===== src/rtl/mem_lsu_if.sv =====
// Load/store bus: core request/response channel plus the single-port word memory port.
// The LSU takes the slave side; the core/memory environment takes the master side.
interface mem_lsu_if;
    logic        req_valid;
    logic        req_ready;
    logic        req_we;
    logic [1:0]  req_size;
    logic        req_unsigned;
    logic [31:0] req_addr;
    logic [31:0] req_wdata;
    logic        resp_valid;
    logic [31:0] resp_rdata;
    logic        resp_err;
    logic        mem_we;
    logic [31:0] mem_addr;
    logic [31:0] mem_wdata;
    logic [31:0] mem_rdata;

    modport master (
        output req_valid, req_we, req_size, req_unsigned, req_addr, req_wdata, mem_rdata,
        input  req_ready, resp_valid, resp_rdata, resp_err, mem_we, mem_addr, mem_wdata
    );

    modport slave (
        input  req_valid, req_we, req_size, req_unsigned, req_addr, req_wdata, mem_rdata,
        output req_ready, resp_valid, resp_rdata, resp_err, mem_we, mem_addr, mem_wdata
    );
endinterface


===== src/rtl/mem_lsu.sv =====
// Load/store initiator: turns byte/half/word requests into word memory cycles,
// with sign/zero extension on loads and read-modify-write for sub-word stores.
module mem_lsu #(
    parameter int unsigned MEM_BYTES = 4096
) (
    input  logic       clk,
    input  logic       rst,
    mem_lsu_if.slave   bus
);
    typedef enum logic [1:0] {IDLE, RD, WR, RESP} state_t;

    state_t      state, state_nx;
    logic        we_r, uns_r, err_r;
    logic [1:0]  size_r;
    logic [31:0] addr_r, wdata_r, word_r, rdata_r;
    logic        take, req_err;
    logic [7:0]  lane_b;
    logic [15:0] lane_h;
    logic [31:0] lane_ext, merged;

    assign take = bus.req_valid && bus.req_ready;

    // Priority order only matters for readability; any hit is an error.
    always_comb begin
        req_err = 1'b0;
        if (bus.req_size == 2'b11)                                  req_err = 1'b1;
        else if (bus.req_size == 2'b01 && bus.req_addr[0])         req_err = 1'b1;
        else if (bus.req_size == 2'b10 && bus.req_addr[1:0] != 2'b00) req_err = 1'b1;
        else if (bus.req_addr >= 32'(MEM_BYTES))                    req_err = 1'b1;
    end

    // Lane extract for loads and lane merge for sub-word stores, both off the live read word.
    always_comb begin
        lane_b   = bus.mem_rdata[{addr_r[1:0], 3'b000} +: 8];
        lane_h   = bus.mem_rdata[{addr_r[1], 4'b0000} +: 16];
        lane_ext = bus.mem_rdata;
        merged   = bus.mem_rdata;
        case (size_r)
            2'b00: begin
                lane_ext = uns_r ? {24'h0, lane_b} : {{24{lane_b[7]}}, lane_b};
                merged[{addr_r[1:0], 3'b000} +: 8] = wdata_r[7:0];
            end
            2'b01: begin
                lane_ext = uns_r ? {16'h0, lane_h} : {{16{lane_h[15]}}, lane_h};
                merged[{addr_r[1], 4'b0000} +: 16] = wdata_r[15:0];
            end
            default: ;
        endcase
    end

    always_ff @(posedge clk) begin
        if (rst) state <= IDLE;
        else     state <= state_nx;
    end

    always_comb begin
        state_nx = state;
        case (state)
            IDLE: if (take) begin
                if (req_err)                                  state_nx = RESP;
                else if (bus.req_we && bus.req_size == 2'b10) state_nx = WR;
                else                                          state_nx = RD;
            end
            RD:      state_nx = we_r ? WR : RESP;
            WR:      state_nx = RESP;
            RESP:    state_nx = IDLE;
            default: state_nx = IDLE;
        endcase
    end

    always_ff @(posedge clk) begin
        if (rst) begin
            we_r    <= 1'b0;
            uns_r   <= 1'b0;
            err_r   <= 1'b0;
            size_r  <= 2'b00;
            addr_r  <= '0;
            wdata_r <= '0;
            word_r  <= '0;
            rdata_r <= '0;
        end else begin
            if (take) begin
                we_r    <= bus.req_we;
                uns_r   <= bus.req_unsigned;
                err_r   <= req_err;
                size_r  <= bus.req_size;
                addr_r  <= bus.req_addr;
                wdata_r <= bus.req_wdata;
                rdata_r <= '0;
            end
            if (state == RD) begin
                if (we_r) word_r  <= merged;
                else      rdata_r <= lane_ext;
            end
        end
    end

    // Every output is qualified with !rst so a reset cycle never leaks a write or a response.
    assign bus.req_ready  = (state == IDLE) && !rst;
    assign bus.mem_we     = (state == WR) && !rst;
    assign bus.mem_addr   = ((state == RD || state == WR) && !rst) ? {addr_r[31:2], 2'b00} : '0;
    assign bus.mem_wdata  = ((state == WR) && !rst) ? ((size_r == 2'b10) ? wdata_r : word_r) : '0;
    assign bus.resp_valid = (state == RESP) && !rst;
    assign bus.resp_rdata = bus.resp_valid ? rdata_r : '0;
    assign bus.resp_err   = bus.resp_valid ? err_r : 1'b0;
endmodule


===== src/flat_wrapper.sv =====
// flat-port wrapper written by rule: the top's interface ports become plain ports
module mem_lsu_flat 
#(
    parameter int unsigned MEM_BYTES = 4096
)
  (clk, rst, bus_req_valid, bus_req_we, bus_req_size, bus_req_unsigned, bus_req_addr, bus_req_wdata, bus_mem_rdata, bus_req_ready, bus_resp_valid, bus_resp_rdata, bus_resp_err, bus_mem_we, bus_mem_addr, bus_mem_wdata);
  mem_lsu_if bus_i ();
  input  logic clk;
  input  logic rst;
  input wire logic [$bits(bus_i.req_valid)-1:0] bus_req_valid;
  input wire logic [$bits(bus_i.req_we)-1:0] bus_req_we;
  input wire logic [$bits(bus_i.req_size)-1:0] bus_req_size;
  input wire logic [$bits(bus_i.req_unsigned)-1:0] bus_req_unsigned;
  input wire logic [$bits(bus_i.req_addr)-1:0] bus_req_addr;
  input wire logic [$bits(bus_i.req_wdata)-1:0] bus_req_wdata;
  input wire logic [$bits(bus_i.mem_rdata)-1:0] bus_mem_rdata;
  output wire logic [$bits(bus_i.req_ready)-1:0] bus_req_ready;
  output wire logic [$bits(bus_i.resp_valid)-1:0] bus_resp_valid;
  output wire logic [$bits(bus_i.resp_rdata)-1:0] bus_resp_rdata;
  output wire logic [$bits(bus_i.resp_err)-1:0] bus_resp_err;
  output wire logic [$bits(bus_i.mem_we)-1:0] bus_mem_we;
  output wire logic [$bits(bus_i.mem_addr)-1:0] bus_mem_addr;
  output wire logic [$bits(bus_i.mem_wdata)-1:0] bus_mem_wdata;
  assign bus_i.req_valid = bus_req_valid;
  assign bus_i.req_we = bus_req_we;
  assign bus_i.req_size = bus_req_size;
  assign bus_i.req_unsigned = bus_req_unsigned;
  assign bus_i.req_addr = bus_req_addr;
  assign bus_i.req_wdata = bus_req_wdata;
  assign bus_i.mem_rdata = bus_mem_rdata;
  assign bus_req_ready = bus_i.req_ready;
  assign bus_resp_valid = bus_i.resp_valid;
  assign bus_resp_rdata = bus_i.resp_rdata;
  assign bus_resp_err = bus_i.resp_err;
  assign bus_mem_we = bus_i.mem_we;
  assign bus_mem_addr = bus_i.mem_addr;
  assign bus_mem_wdata = bus_i.mem_wdata;
  mem_lsu #(.MEM_BYTES(MEM_BYTES)) u_core (.clk(clk), .rst(rst), .bus(bus_i));
endmodule

===== config.mk =====
export PLATFORM = sky130hd
export DESIGN_NAME = mem_lsu_flat
export DESIGN_NICKNAME = d
export VERILOG_FILES = /design/src/rtl/mem_lsu_if.sv /design/src/rtl/mem_lsu.sv /design/src/flat_wrapper.sv
export SDC_FILE = /design/constraint.sdc
export NUM_CORES = 1
export LEC_CHECK = 0
export ABC_AREA = 0
export CORE_MARGIN = 10
export CORE_UTILIZATION = 40
export CTS_CLUSTER_SIZE = 12
export DETAILED_ROUTE_END_ITERATION = 6
export GPL_TIMING_DRIVEN = 0
export HOLD_SLACK_MARGIN = 0.06
export PLACE_DENSITY_LB_ADDON = 0.12
export SKIP_CTS_REPAIR_TIMING = 1
export SYNTH_ARGS = -nofsm -noshare
export SYNTH_HDL_FRONTEND = slang
export SYNTH_SLANG_ARGS = --single-unit

===== constraint.sdc =====
create_clock -name clk -period 2.3 [get_ports clk]
set_input_delay 0.23 -clock clk [delete_from_list [all_inputs] [get_ports clk]]
set_output_delay 0.23 -clock clk [all_outputs]
set_load 0.05 [all_outputs]

**After elaboration in Yosys (flattened, before gate mapping)**

Index checks and enable logic that the tools add are counted.

- Register bits after elaboration: 135
- Latch bits: 0
- Bits in writable memories: 0
- Bits in read-only memories: 0
- Input port bits: 103
- Output and inout bits: 100
- Word-level logic and storage cells: 64
- Memories kept: 0

- Add/sub/neg operators: 2
- Multipliers: 0
- Divide/modulo/power cells: 0
- Order comparisons: 1
- Equal/unequal tests: 9
- Shift-type cells: 6
- Multiplexer cells: 23
- Bitwise logic cells: 0
- Reductions and logical operators: 14

Operator list:

| operator | count |
|---|---|
| 2-to-1 mux 32 bit | 9 |
| one-hot mux 32 bit (2 select lines) | 2 |
| bitwise mux 32 bit | 2 |
| greater-or-equal comparator 32 x 13 -> 1 bit (second input constant) | 1 |
| variable shift 16 x 7 -> 32 bit (first input constant) | 1 |
| variable shift 8 x 7 -> 32 bit (first input constant) | 1 |
| indexed part select 16 x 7 -> 32 bit | 1 |
| indexed part select 32 x 6 -> 16 bit | 1 |
| indexed part select 32 x 6 -> 8 bit | 1 |
| indexed part select 8 x 7 -> 32 bit | 1 |
| negation 5 -> 7 bit | 2 |
| == test 2 bit (second input constant) | 5 |
| logical AND 1 bit | 8 |
| one-hot mux 2 bit (4 select lines) | 1 |
| == test 2 x 1 -> 1 bit (second input constant) | 3 |
| 2-to-1 mux 1 bit | 6 |
| 2-to-1 mux 2 bit | 3 |
| zero test 2 bit | 2 |
| != test 2 x 1 -> 1 bit (second input constant) | 1 |
| AND reduction 2 bit | 1 |
| nonzero test 2 bit | 1 |
| zero test 1 bit | 1 |
| logical OR 1 bit | 1 |

**Logic depth before layout (Yosys ltp)**

- Depth after elaboration: 8
- Mapped depth: 9

**Worst setup path before layout**

No wires, ideal clock.

- Path kind: register to register
- Start point: register u_core.state[0]
- End point: register u_core.rdata_r[21]
- Data arrival time: 2.209 ns
- Slack: -0.053 ns
- Cell stages (with the launch flop): 8
- Path buffers: 1
- Period minus slack after synthesis: 2.353 ns
- Path through: dfxtp_1 -> inv_1 -> ha_1 -> nor2b_1 -> nand2_1 -> clkbuf_1 -> a21oi_1 -> a211oi_2

- Longest elaborated chain between the ends: 6

Ends and longest elaborated chain:

| item | line | text |
|---|---|---|
| from (decl) | mem_lsu.sv:12 | `state_t state, state_nx;` |
| from (signal assigned) | mem_lsu.sv:53 | `else state <= state_nx;` |
| zero test 2 bit (*) | mem_lsu.sv:99 | `assign bus.req_ready = (state == IDLE) && !rst;` |
| logical AND 1 bit (*) | mem_lsu.sv:99 |  |
| net bus_req_ready | flat_wrapper.sv:17 | `output wire logic [$bits(bus_i.req_ready)-1:0] bus_req_ready;` |
| logical AND 1 bit (*) | mem_lsu.sv:21 | `assign take = bus.req_valid && bus.req_ready;` |
| 2-to-1 mux 32 bit (*) | mem_lsu.sv:82 | `if (take) begin` |
| 2-to-1 mux 32 bit | mem_lsu.sv:92 | `if (we_r) word_r <= merged;` |
| 2-to-1 mux 32 bit (*) | mem_lsu.sv:91 | `if (state == RD) begin` |
| to (signal assigned) | mem_lsu.sv:93 | `else rdata_r <= lane_ext;` |
| to (decl) | mem_lsu.sv:15 | `logic [31:0] addr_r, wdata_r, word_r, rdata_r;` |

Mark *: on every way through the listed nets, which the timed path passes. The rest lies on a longest branch.
A chain may end at the register's enable or synchronous reset.

**Worst setup path after layout**

- Start point: register u_core.state[0]
- End point: output bus_resp_rdata[11]

- Longest elaborated chain between the ends: 3

Ends and longest elaborated chain:

| item | line | text |
|---|---|---|
| == test 2 bit | mem_lsu.sv:103 | `assign bus.resp_valid = (state == RESP) && !rst;` |
| logical AND 1 bit | mem_lsu.sv:103 |  |
| 2-to-1 mux 32 bit | mem_lsu.sv:104 | `assign bus.resp_rdata = bus.resp_valid ? rdata_r : '0;` |
| to (decl) | flat_wrapper.sv:19 | `output wire logic [$bits(bus_i.resp_rdata)-1:0] bus_resp_rdata;` |

Every way passes these cells.

==> flow_summary.json <==
{
  "synth_cell_types": 45,
  "rsz0062_at_grt": "true",
  "synth_common_cells": "194 x nand2_1, 135 x dfxtp_1, 81 x nand2b_1, 76 x o21ai_0, 68 x a21oi_1",
  "postSynthAreaPerCell_sq_um": 7.70,
  "vdd_drop_max_mv": 0.672,
  "ys.flop_type": "dfxtp_1",
  "ys_seq_area_frac": 0.365,
  "setup_viol": 0,
  "clk_transition_reported_paths_ps": 60,
  "power.density_mw_per_mm2": 973,
  "synth_edf_count": 0,
  "crit_family": "buffers and inverters",
  "vias": 7916,
  "ioPinCount": 203,
  "placed_cell_area_sq_mm": 0.00971,
  "antenna_found_initial": 0,
  "initial_core_util": 0.410,
  "slowest_stage": "dfxtp_1",
  "syn2layout_area_growth_pct": 37.8,
  "synth_top_area_cell": "dfxtp_1",
  "yosysWarnings": 0,
  "hold_viol": 0,
  "crit_buf_inv": 2,
  "cts_buffer_depth": 2,
  "p_int_mw": 6.17,
  "ys_ff_latch": 135,
  "die_h_microns": 156,
  "gp_congestion": 0.997,
  "grt_pass1_vias": 7649,
  "grt_usage": 0.236,
  "fin_setup_tns_ps": 0,
  "switching_share": 0.380,
  "num_rows": 49,
  "cts_htree_levels": 4,
  "fin_crit_sh": 0.987,
  "dpl.hpwl_microns": 22500,
  "timing.fmax_ghz": 0.440,
  "required_ps": 2070,
  "crit_arrival_ps": 2040,
  "min_period_ps": 2270,
  "numCtsBuffers": 17,
  "design_area_sq_mm": 0.0102,
  "core_area_sq_mm": 0.0181,
  "async_flop_share": 0,
  "num_antenna_cells": 0,
  "insertion_delay_ps": 430,
  "power_frac_seq": 0.330,
  "start_kind": "register",
  "clockRootBuffer": "clkbuf_16",
  "cts_tree": "yes",
  "synth_area_leaders": "dfxtp_1 36%, nand2_1 9.8%, nand2b_1 6.8%, a22o_1 5.8%, and2_1 5.5%",
  "slew_headroom": 0.324,
  "path_max_fanout": 10,
  "crit_path_cell_trace": "ha_1 -> nor2b_2 -> clkbuf_1 -> and2_1 -> clkbuf_2",
  "synth_cells": 963,
  "place_ws_ps": -692,
  "grt_max_degree": 17,
  "setup_slack_ps": 29.2,
  "status": "finished, final reports clean",
  "portBuffers": 200,
  "power_frac_comb": 0.368,
  "worstMarginPinSlew_ps": 1010,
  "multi_input_area_sq_mm": 0.00445,
  "instances_no_fill": 1420,
  "viasPerCell": 5.57,
  "utilization": 0.565,
  "drc": 0,
  "nFillCells": 1760,
  "drt_iter0_drc": 574,
  "cts_sinks": 135,
  "p_switching_mw": 3.77,
  "drv_cap": 0,
  "yosys.cell_count.top_type": "nand2_1",
  "power_leakage_nw": 3.93,
  "die-area_sq_mm": 0.0244,
  "worstSetupEndpointType": "output port",
  "ant_nets": 0,
  "place_inst": 1393,
  "seq_area_sq_mm": 0.00271,
  "drv_slew": 0,
  "synth_top_area_frac": 0.365,
  "path_class": "reg -> out",
  "max_stage_delay_ps": 390,
  "grt_pass1_wl_microns": 45000,
  "hold_class": "in -> reg",
  "syn-cell-area_sq_mm": 0.00741,
  "wl_per_cell_microns": 20.9,
  "clkPwrFrac": 0.302,
  "final_nets": 1293,
  "fin_skew_ps": 10.4,
  "die_w_microns": 156,
  "drive_gt1_frac": 0.167,
  "overflow": 0,
  "wl_microns": 29600,
  "firstDrtPassIters": 5
}
## power by group through the flow
stage               registers [mW]  logic (mW)  clock network, mW
finish                        3.28        3.66               3.00
global route                  3.34        3.99               3.10
CTS                           3.27        3.54               3.03
detailed placement            3.32        3.51                  0
global placement              3.30        3.48                  0
floorplan                     3.14        2.45                  0
## worst paths after layout
check / start / endpoint / slack, ps / cells past startpoint
hold / removal: bus_req_addr[10] / u_core.addr_r[10]$_SDFFE_PP0P_ / 360 / 3
setup / recovery: u_core.state[0]$_SDFFE_PP0P_ / bus_resp_rdata[11] / 30 / 5
hold reg to reg: u_core.addr_r[28]$_SDFFE_PP0P_ / u_core.addr_r[28]$_SDFFE_PP0P_ / 470 / 2
setup reg to reg: u_core.addr_r[1]$_SDFFE_PP0P_ / u_core.word_r[13]$_SDFFE_PP0P_ / 50 / 8
## sequential cells by signal, summed over array words and instances (netlist names)
| register | flops |
|---|---|
| u_core.word_r | 32 |
| u_core.uns_r | 1 |
| u_core.wdata_r | 32 |
| u_core.state | 2 |
| u_core.addr_r | 32 |
| u_core.rdata_r | 32 |
| u_core.err_r | 1 |
| u_core.we_r | 1 |
| u_core.size_r | 2 |
## worst reg2reg max path: cells and delay by family (launching register included)
family	cells	cell delay [ps]
AOI/OAI and AO/OA	2	620
adders and majority gates	1	320
buffers and inverters	3	450
DFF	1	330
and+or+nand+nor	2	410
## cell type report
| class | instances | share of cell area |
|---|---|---|
| Multi-Input combinational cell | 735 | 0.436 |
| Sequential cell | 135 | 0.265 |
| Timing Repair Buffer | 200 | 0.165 |
| Clock buffer | 23 | 0.0488 |
| Buffer | 83 | 0.0403 |
| Tap cell | 229 | 0.0281 |
| Clock inverter | 7 | 0.0138 |
| Inverter | 8 | 0.00319 |
## logic make-up (layout without fill, tap and decap cells)
family / Yosys count / after routing / share of synthesized area
flops: 135 / 135 / 0.365
simple gates: 426 / 426 / 0.281
mux: 10 / 10 / 0.0135
fa+ha+maj: 10 / 10 / 0.0169
buf+inv: 94 / 321 / 0.0523
compound gates: 287 / 287 / 0.271
other cells: 1 / 2 / 0.000506
## stage by stage
| step | total power, mW | hold WS, ps |
|---|---|---|
| CTS | 9.83 | 351 |
| detailed placement | 6.82 | 462 |
| floorplan | 5.59 | 338 |
| finish | 9.94 | 358 |
| global placement | 6.78 | 456 |
| global route | 10.4 | 368 |
## layout by cell type, fill, tap and decap left out, drive strengths merged, types with 2 or more instances in the layout
| master | synthesis | routed |
|---|---|---|
| a211oi | 20 | 20 |
| a21oi | 69 | 69 |
| a221oi | 31 | 31 |
| a22o | 49 | 49 |
| a22oi | 8 | 8 |
| a311oi | 8 | 8 |
| a41oi | 8 | 8 |
| and2 | 65 | 65 |
| buf | 25 | 70 |
| bufinv | 0 | 4 |
| clkbuf | 61 | 127 |
| clkdlybuf4s50 | 0 | 102 |
| clkinv | 0 | 2 |
| conb | 1 | 2 |
| dfxtp | 135 | 135 |
| dlymetal6s2s | 0 | 7 |
| ha | 10 | 10 |
| inv | 8 | 8 |
| mux2i | 10 | 10 |
| nand2 | 194 | 194 |
| nand2b | 81 | 81 |
| nor2 | 31 | 31 |
| nor2b | 7 | 7 |
| nor3 | 35 | 35 |
| nor4 | 5 | 5 |
| o21ai | 76 | 76 |
| o21bai | 10 | 10 |
| o31ai | 2 | 2 |
## per-layer routing
| metal | share of wire | global-route usage | up-vias |
|---|---|---|---|
| li1 | - | - | 3815 |
| met1 | 0.44 | 0.310 | 3728 |
| met2 | 0.45 | 0.370 | 337 |
| met3 | 0.093 | 0.0653 | 36 |
| met4 | 0.017 | 0.0665 | 0 |
| met5 | 0 | 0 | - |
Note: power is estimated with default switching activity, not from simulation.
==> edit 1, RTL diff (same settings) <==
Encoding of `state_t`: now one-hot (4 bits for 4 states).
--- a/src/rtl/mem_lsu.sv
+++ b/src/rtl/mem_lsu.sv
@@ -9,3 +9,3 @@
 );
-    typedef enum logic [1:0] {IDLE, RD, WR, RESP} state_t;
+    typedef enum logic [3:0] {IDLE = 4'b0001, RD = 4'b0010, WR = 4'b0100, RESP = 4'b1000} state_t;
 
Formal check against the unedited RTL: same outputs for any inputs over 4 cycles, from zero or initial values and one cycle with rst high; so few cycles prove little.
==> edit 1 against the original RTL <==
Sequential share of layout area is 0.75 points higher; critical path depth is 2 higher; synthesized cell count is 0.42% higher; first-iteration DRC count is 18% higher; wire length is 3.5% lower; die area is 0.28% lower; worst setup slack hardly changed; final area is 1.2% lower; sequential cell count is 2 higher; synthesized area is 0.32% lower.
Power is not compared: it rests on default switching activity, and its combinational part moved more than twofold at a synthesized area within 25%.
==> edit 1: results <==
[status]
outcome = "completed"

[worst_setup_path]
timing.rr.end = "u_core.word_r[3]"
timing.critical_path.to = "bus_mem_wdata[5]"
critical_path.max_stage_delay_ns = 0.41
worst-r2r-cell-count = 7

[placed_design]
post-place-ws_ns = -0.779
place.gp.congestion = 0.961
hpwlAfterDp_mm = 21.8

[synthesis]
synth_seq_cells = 137
ys_top_cells_by_count = "nand2_1, dfxtp_1, nor2_1"
netlist_area_um2 = 7390

[drt]
wirelength_mm = 28.6
drt_iter0_drc = 680
vias = 8039

[cells_and_area]
n_all_buffers = 289
clkbuf_count = 20
n_fill_cell = 1783
fin_nets = 1297
drive_gt1_frac = 0.160
multi_input_area_share = 0.430
utilization = 0.558
buffer_area_frac = 0.204

[global_routing]
grt_pass1_vias = 7700
grt_pass1_wl_mm = 43.8

[sta]
slew_headroom = 0.327

[hold_path]
hp-start = "bus_req_wdata[12]"
worst_hold_path.endpoint = "u_core.wdata_r[12]"
## edit 1: changes by cell type in the layout (fill, tap and decap cells not counted), moves of 32 or more
| cell | delta |
|---|---|
| nand3b_1 | +38 |
| nand2b_1 | -45 |
| nor2_1 | +45 |
| a211oi_1 | +44 |
| and2_1 | -32 |
## edit 1: per-stage QoR
step                instances  hold WS [ns]
floorplan                 968         0.329
global placement         1397         0.461
detailed placement       1397         0.461
CTS                      1428         0.321
global route             1430         0.339
finish                   1430         0.338
## edit 1: cell families (layout without fill, tap and decap cells)
family	Yosys count	after routing	synth area share
compound gates	270	270	0.252
buf+inv	90	323	0.0505
fa+ha+maj	5	5	0.00847
mux	9	9	0.0122
other cells	1	2	0.000508
flops	137	137	0.371
simple gates	455	455	0.305
## edit 1: per-layer routing
metal	up-vias	global-route usage	wire length, µm
li1	3869	-	-
met1	3717	0.284	11900
met2	391	0.352	12600
met3	62	0.0860	3220
met4	0	0.0944	963
met5	-	0	0
==> edit 2, RTL diff (config.mk and constraints unchanged) <==
Made on the original files. `MEM_BYTES` is set to 4096 in 2 places; all go to 2048.
--- a/src/rtl/mem_lsu.sv
+++ b/src/rtl/mem_lsu.sv
@@ -3,3 +3,3 @@
 module mem_lsu #(
-    parameter int unsigned MEM_BYTES = 4096
+    parameter int unsigned MEM_BYTES = 2048
 ) (
--- a/src/flat_wrapper.sv
+++ b/src/flat_wrapper.sv
@@ -3,3 +3,3 @@
 #(
-    parameter int unsigned MEM_BYTES = 4096
+    parameter int unsigned MEM_BYTES = 2048
 )
Formal check against the unedited RTL: not equivalent (Yosys sat finds a counterexample within 4 cycles, from zero or initial values and one cycle with rst high).
==> edit 2 against the original RTL <==
Worst setup slack gained 0.029 ns; clock power is 11% lower; maximum frequency is 1.3% higher; final area barely moved; first-iteration DRC count up 48%; wire length decreased by 1.6%; count of clock-buffer cells in the layout shrank 4; sequential cell count is the same; synthesized area is essentially flat; total power shrank 3.4%; critical path depth up 1; critical endpoint is now bus_mem_addr[27]; largest power group unchanged; highest routed layer unchanged.
==> edit 2: results <==
[sta]
slew_headroom = 0.338
fin_ws_ns = 0.0582

[worst_setup_path]
ff2ff_setup_slack_ns = 0.10
slowest_stage = "clkdlybuf4s50_1"
cp.arrival_ns = 2.01

[status]
outcome = "completed"

[drt]
vias = 7929
wl_met2_mm = 13.0
wirelength_mm = 29.2
met1Wirelength_mm = 12.3

[global_routing]
grt_pass1_vias = 7535
track_usage = 0.231
met2_usage = 0.357
grt_pass1_wl_mm = 43.8
met3_usage = 0.0885

[synthesis]
ys.flop_type = "dfxtp_1"
ys_types = 46
synthTopCellsByArea = "dfxtp_1, nand2_1, nand2b_1"
ys_top_cells_by_count = "nand2_1, dfxtp_1, nand2b_1"

[pwr]
power.switching_mw = 3.76
comb_power_share = 0.382
fin_total_pwr_mw = 9.60
seq_power_mw = 3.27
ir_worst_vdd_uv = 538

[placed_design]
hpwlAfterDp_mm = 22.3
dpl_cell_area_um2 = 9700
post-place-ws_ns = -0.735
place.gp.congestion = 0.965

[clock_tree]
cts_inserted_buffers = 17

[cells_and_area]
fin_nets = 1296
drive_gt1_frac = 0.172
[edit 2: cell count changes in the layout (fill, tap and decap cells not counted), moves of 3 or more]
cell	delta
a21oi_2	+4
a221oi_1	-3
buf_6	+3
clkbuf_2	-4
clkbuf_8	-4
clkinv_2	+3
[edit 2: stage by stage]
| stage | cells | TNS [ns] | hold WS (ns) | utilization |
|---|---|---|---|---|
| after floorplan | 967 | 0 | 0.338 | - |
| after global placement | 1396 | -70.15 | 0.455 | 0.536 |
| after detailed placement | 1396 | -70.58 | 0.461 | 0.536 |
| after CTS | 1427 | -90.67 | 0.347 | 0.568 |
| after global routing | 1424 | -0.164 | 0.370 | 0.564 |
| final | 1424 | 0 | 0.361 | 0.564 |
[edit 2: cell families after synthesis]
family,Yosys count,synth area share
AOI/OAI and AO/OA,289,0.269
adders and majority gates,10,0.0169
buffers and inverters,94,0.0534
DFF,135,0.365
muxes,10,0.0135
other,1,0.000506
and+or+nand+nor,427,0.281
[edit 2: cell type report]
cell class                 count  area [µm²]
inverter                       8        32.5
fill                        1785        7880
buffer                        83         417
clock inverter                12         129
multi-input combinational    738        4500
tap                          229         287
timing repair buffer         200        1700
sequential                   135        2710
clock buffer                  19         443
[edit 2: worst reg2reg max path: stages, from the launching register on]
cell      delay, ns
dfxtp_1        0.33
buf_4          0.17
inv_4          0.11
buf_8          0.16
ha_2           0.33
and4b_2        0.31
a22o_1         0.23
a221oi_4       0.34
nor3_1         0.09
[edit 2: worst paths after layout]
kind,startpoint,end,cells after the start
setup / recovery,rst,bus_mem_addr[27],6
hold reg to reg,u_core.addr_r[22],u_core.addr_r[22],2
hold / removal,bus_req_addr[3],u_core.addr_r[3],3
setup reg to reg,u_core.addr_r[1],u_core.word_r[15],8
